==> src/rtl/hazard_sched.sv <==
// Hazard/execute scheduler: EX forwarding, load-use stall, branch flush, multi-cycle op sequencing.
// Optional HAZARD_PERF_EN adds stall_cnt/flush_cnt performance counters.
module hazard_sched #(
    parameter int unsigned MUL_CYCLES = 4,
    parameter int unsigned CNT_W      = 4
) (
    input  logic       clk,
    input  logic       reset,
    input  logic [4:0] Rs1D,
    input  logic [4:0] Rs2D,
    input  logic [4:0] Rs1E,
    input  logic [4:0] Rs2E,
    input  logic [4:0] RdE,
    input  logic [4:0] RdM,
    input  logic [4:0] RdW,
    input  logic       RegWriteM,
    input  logic       RegWriteW,
    input  logic       ResultSrcE0,
    input  logic       PCSrcE,
    input  logic       MulOpE,
    output logic [1:0] forwardAE,
    output logic [1:0] forwardBE,
    output logic       stallF,
    output logic       stallD,
    output logic       stallE,
    output logic       flushD,
    output logic       flushE,
    output logic       flushM,
    output logic       mul_start,
    output logic       mul_done,
    output logic       mul_busy
`ifdef HAZARD_PERF_EN
    ,
    output logic [31:0] stall_cnt,
    output logic [31:0] flush_cnt
`endif
);

    localparam logic [0:0] ST_IDLE = 1'b0;
    localparam logic [0:0] ST_BUSY = 1'b1;
    localparam logic [CNT_W-1:0] CNT_LOAD = CNT_W'(MUL_CYCLES - 2);

    logic [0:0]       r_state;
    logic [0:0]       w_state_nxt;
    logic [CNT_W-1:0] r_cnt;
    logic [CNT_W-1:0] w_cnt_nxt;
    logic             w_lw_stall;
    logic             w_mul_stall;

    always_comb begin
        forwardAE = 2'b00;
        if (RegWriteM && (RdM != 5'd0) && (Rs1E == RdM)) begin
            forwardAE = 2'b10;
        end else if (RegWriteW && (RdW != 5'd0) && (Rs1E == RdW)) begin
            forwardAE = 2'b01;
        end
    end

    always_comb begin
        forwardBE = 2'b00;
        if (RegWriteM && (RdM != 5'd0) && (Rs2E == RdM)) begin
            forwardBE = 2'b10;
        end else if (RegWriteW && (RdW != 5'd0) && (Rs2E == RdW)) begin
            forwardBE = 2'b01;
        end
    end

    assign w_lw_stall = ResultSrcE0 && (RdE != 5'd0) && ((Rs1D == RdE) || (Rs2D == RdE));

    // Reset gates the IDLE start term so no stall or start leaks out while reset is held.
    always_comb begin
        w_state_nxt = r_state;
        w_cnt_nxt   = r_cnt;
        w_mul_stall = 1'b0;
        mul_start   = 1'b0;
        mul_done    = 1'b0;
        if (r_state == ST_IDLE) begin
            if (MulOpE && !reset) begin
                mul_start   = 1'b1;
                w_mul_stall = 1'b1;
                w_state_nxt = ST_BUSY;
                w_cnt_nxt   = CNT_LOAD;
            end
        end else if (r_cnt != '0) begin
            w_mul_stall = 1'b1;
            w_cnt_nxt   = r_cnt - 1'b1;
        end else begin
            mul_done    = 1'b1;
            w_state_nxt = ST_IDLE;
        end
    end

    always_ff @(posedge clk or posedge reset) begin
        if (reset) begin
            r_state <= ST_IDLE;
            r_cnt   <= '0;
        end else begin
            r_state <= w_state_nxt;
            r_cnt   <= w_cnt_nxt;
        end
    end

    assign mul_busy = (r_state == ST_BUSY);
    assign stallF   = w_lw_stall | w_mul_stall;
    assign stallD   = w_lw_stall | w_mul_stall;
    assign stallE   = w_mul_stall;
    assign flushM   = w_mul_stall;
    assign flushD   = PCSrcE & ~w_mul_stall;
    assign flushE   = (w_lw_stall | PCSrcE) & ~w_mul_stall;

`ifdef HAZARD_PERF_EN
    logic [31:0] r_stall_cnt;
    logic [31:0] r_flush_cnt;

    always_ff @(posedge clk or posedge reset) begin
        if (reset) begin
            r_stall_cnt <= '0;
            r_flush_cnt <= '0;
        end else begin
            if (stallF) r_stall_cnt <= r_stall_cnt + 32'd1;
            if (flushE) r_flush_cnt <= r_flush_cnt + 32'd1;
        end
    end

    assign stall_cnt = r_stall_cnt;
    assign flush_cnt = r_flush_cnt;
`endif

endmodule

==> config.mk <==
export PLATFORM = sky130hd
export DESIGN_NAME = hazard_sched
export DESIGN_NICKNAME = d
export VERILOG_FILES = /design/src/rtl/hazard_sched.sv
export SDC_FILE = /design/constraint.sdc
export NUM_CORES = 1
export LEC_CHECK = 0
export BUFFER_PORTS_ARGS = -buffer_cell sky130_fd_sc_hd__buf_2
export CAP_MARGIN = 15
export CELL_PAD_IN_SITES_DETAIL_PLACEMENT = 1
export CELL_PAD_IN_SITES_GLOBAL_PLACEMENT = 2
export CORE_ASPECT_RATIO = 0.7
export CORE_MARGIN = 5
export CORE_UTILIZATION = 19
export CTS_CLUSTER_SIZE = 8
export DETAILED_ROUTE_END_ITERATION = 6
export GPL_TIMING_DRIVEN = 0
export HOLD_SLACK_MARGIN = 0.12
export MAX_ROUTING_LAYER = met4
export PLACE_DENSITY = 0.82
export SLEW_MARGIN = 30
export SYNTH_ARGS = -nofsm -noshare
export SYNTH_HDL_FRONTEND = slang
export SYNTH_SLANG_ARGS = --single-unit
export TNS_END_PERCENT = 20
==> constraint.sdc <==
create_clock -name clk -period 2.15 [get_ports clk]
set_input_delay 0.215 -clock clk [delete_from_list [all_inputs] [get_ports clk]]
set_output_delay 0.215 -clock clk [all_outputs]
set_load 0.03 [all_outputs]
==> impl_metrics.yaml <==
synthesis:
  synth-warning-count: 0
  synth_cells: 83
  synth_top_area_share_pct: 30.4
  synth_cell_types: 27
  synth_edf_count: 0
  synth_area_um2: 692
  synthTopCellsByArea: "xor2_1 30%, dfrtp_1 18%, xnor2_1 7.6%, or4_1 4.3%, nor4_2 3.6%"
  synth-simple-area-share_pct: 23.9
  yosys.area_share.adder_pct: 1.81
  ys_seq_area_share_pct: 18.1
  synth-xor-area-share_pct: 38.0
  synth_top_family_by_area: "XOR/XNOR gates"
  synthFlopType: "dfrtp_1"
  ys_seq_elements: 5
  synth_largest_area_cell: "xor2_1"
  synth_mux_area_share_pct: 1.45
  syn_area_per_cell_um2: 8.34
  postSynth.asyncResetShare_pct: 100
  synth_compound_area_share_pct: 11.9
  syn_nets: 126
worst_setup_path:
  crit_chain: "inv_2, ha_4, or3b_4, a21oi_4, o211ai_1, o21bai_2, buf_6"
  cp_max_fo: 6
  worstSetupPathType: "reg2out"
  cpPeakStageDelay_ns: 0.40
  path_delay_family: "compound AO/OA/AOI/OAI gates"
  cp_num_cells: 7
  crit_slowest_cell: "dfrtp_1"
  crit_required_ns: 1.93
  reg2reg_depth: 7
  startpoint_type: "register"
  crit_arrival_ns: 1.90
  cp.buffers_inverters: 2
  cp-end-kind: "primary output"
routing:
  wl_mm: 2.79
  drt-pass1-iter-count: 4
  avgRoutedWirePerCell_um: 14.1
  drc: 0
  ant_nets: 0
  drtIter0Drc: 17
  vias_per_cell: 4.27
  via_count: 845
cells_and_area:
  num-fill-cells: 453
  antennaDiodeCount: 0
  drive_above_1_share_pct: 51.4
  final_common_cell: "buf_2"
  syn_to_final_growth_pct: 68.5
  multi_input_comb_area_um2: 568
  finalNonFillerCells: 198
  fin_nets: 192
  layout_common_cells: "53 x buf_2, 24 x xor2_1, 8 x buf_4"
  regArea_um2: 125
  final_area_mm2: 0.00117
  utilization_pct: 33.2
sta:
  fmax_mhz: 472
  timing.hold.ws_ns: 0.458
  drv_slew: 0
  skew_ns: 0.00172
  rsz0062_at_grt: "true"
  finalCritPeriodShare_pct: 98.4
  hold_viol: 0
  tightest_slew_ns: 0.518
  setup_viol: 0
  max-slew-margin-rel_pct: 65.1
  fin_crit_ns: 2.12
floorplan:
  num_io_pins: 55
  die_area_mm2: 0.00497
  rows: 18
  initial_core_util_pct: 19.7
  die_w_um: 82.1
  core_area_mm2: 0.00351
  die_y_um: 60.5
grt:
  grt_max_degree: 7
  grt_pass1_vias: 864
  grtUsageTotal_pct: 11.6
  antenna_found_initial: 0
  grt_pass1_wl_mm: 4.16
  overflow: 0
worst_hold_path:
  hold_class: "in2async"
placed_design:
  dpl_cell_area_mm2: 0.00103
  placedCellCount: 187
  io_buffers: 54
  dp_hpwl_mm: 2.40
  gp_congestion: 0.781
clocking:
  clock_latency_ns: 0.22
  cts_tree: "built"
  clk_pin_slew_ns: 0.04
  numCtsBuffers: 3
  cts.sinks: 5
  cts_max_level: 1
  cts_buffer_depth: 2
  cts_root_buffer: "clkbuf_8"
pwr:
  power.total_mw: 1.17
  p_leak_nw: 0.572
  max-vdd-ir-drop_mv: 0.394
  power.density_mw_per_mm2: 1010
run_status:
  status: "finished, final reports clean"
flow_run:
  drv_cap: 0
per-stage QoR:
stage                     worst slack (ns)  setup TNS, ns
after floorplan                    -0.0213        -0.0213
after global placement             -0.0238        -0.0238
after detailed placement           -0.0397        -0.0397
after CTS                          0.00619              0
after global routing               -0.0776         -0.127
final                               0.0334              0
metal layers:
metal	wire length (µm)	vias up	GRT usage, %
met4	44	0	4.27
met5	0	-	-
met3	64	4	1.78
li1	-	419	-
met1	1230	411	14.7
met2	1460	11	18.6
path summary, 6_finish.rpt:
check                         start  endpoint  slack [ns]
setup / recovery           r_cnt[1]    flushE        0.03
hold / removal                reset  r_cnt[2]        0.46
setup reg to reg           r_cnt[1]  r_cnt[3]        0.51
hold reg to reg            r_cnt[3]  r_cnt[3]        0.52
max in group asynchronous     reset  r_cnt[0]        1.51
min in group clk             MulOpE  r_cnt[1]        0.47
report_power, final:
group / switching [mW] / internal [mW]
combinational: 0.452 / 0.349
sequential: 0.0545 / 0.140
clock: 0.0499 / 0.128
total: 0.556 / 0.617
layout make-up:
type	instances	area share, %
multi-input combinational	71	48.7
timing repair buffer	61	28.4
sequential	5	10.7
tap	50	5.36
clock buffer	4	3.86
inverter	5	1.61
buffer	2	1.29
worst reg2reg max path, cell delays in order (launching register included):
cell       delay (ns)
dfrtp_1          0.40
inv_2            0.08
ha_4             0.13
or3b_4           0.39
buf_4            0.15
nand2_1          0.16
o21bai_1         0.10
o2bb2ai_1        0.12
synth_stat cells (all sizes together), types with 3 or more instances:
| cell type | number |
|---|---|
| nor2 | 4 |
| nor3 | 3 |
| nor4 | 4 |
| o21ai | 6 |
| nand2 | 3 |
| inv | 5 |
| or4 | 5 |
| xor2 | 24 |
| xnor2 | 6 |
| dfrtp | 5 |
timing repair:
action | 4_1_cts | 5_1_grt
hold buffers | 1 | 0
pin swaps | 1 | 4
buffers inserted | 1 | 5
setup endpoints to repair | 6 | 4
gates cloned | 0 | 0
hold endpoints to repair | 5 | 0
gates resized for setup | 5 | 4
sequential cells by signal, summed over array words and instances, names as in the netlist:
signal    count
r_cnt         4
mul_busy      1
cells by family after synthesis:
logic type / count (synthesis)
XOR/XNOR: 30
AND/OR/NAND/NOR: 26
AO/OA/AOI/OAI: 13
buffers and inverters: 7
flip-flops: 5
multiplexers: 1
adder cells (fa/ha/maj): 1
Power figures use the tool's default switching activity.
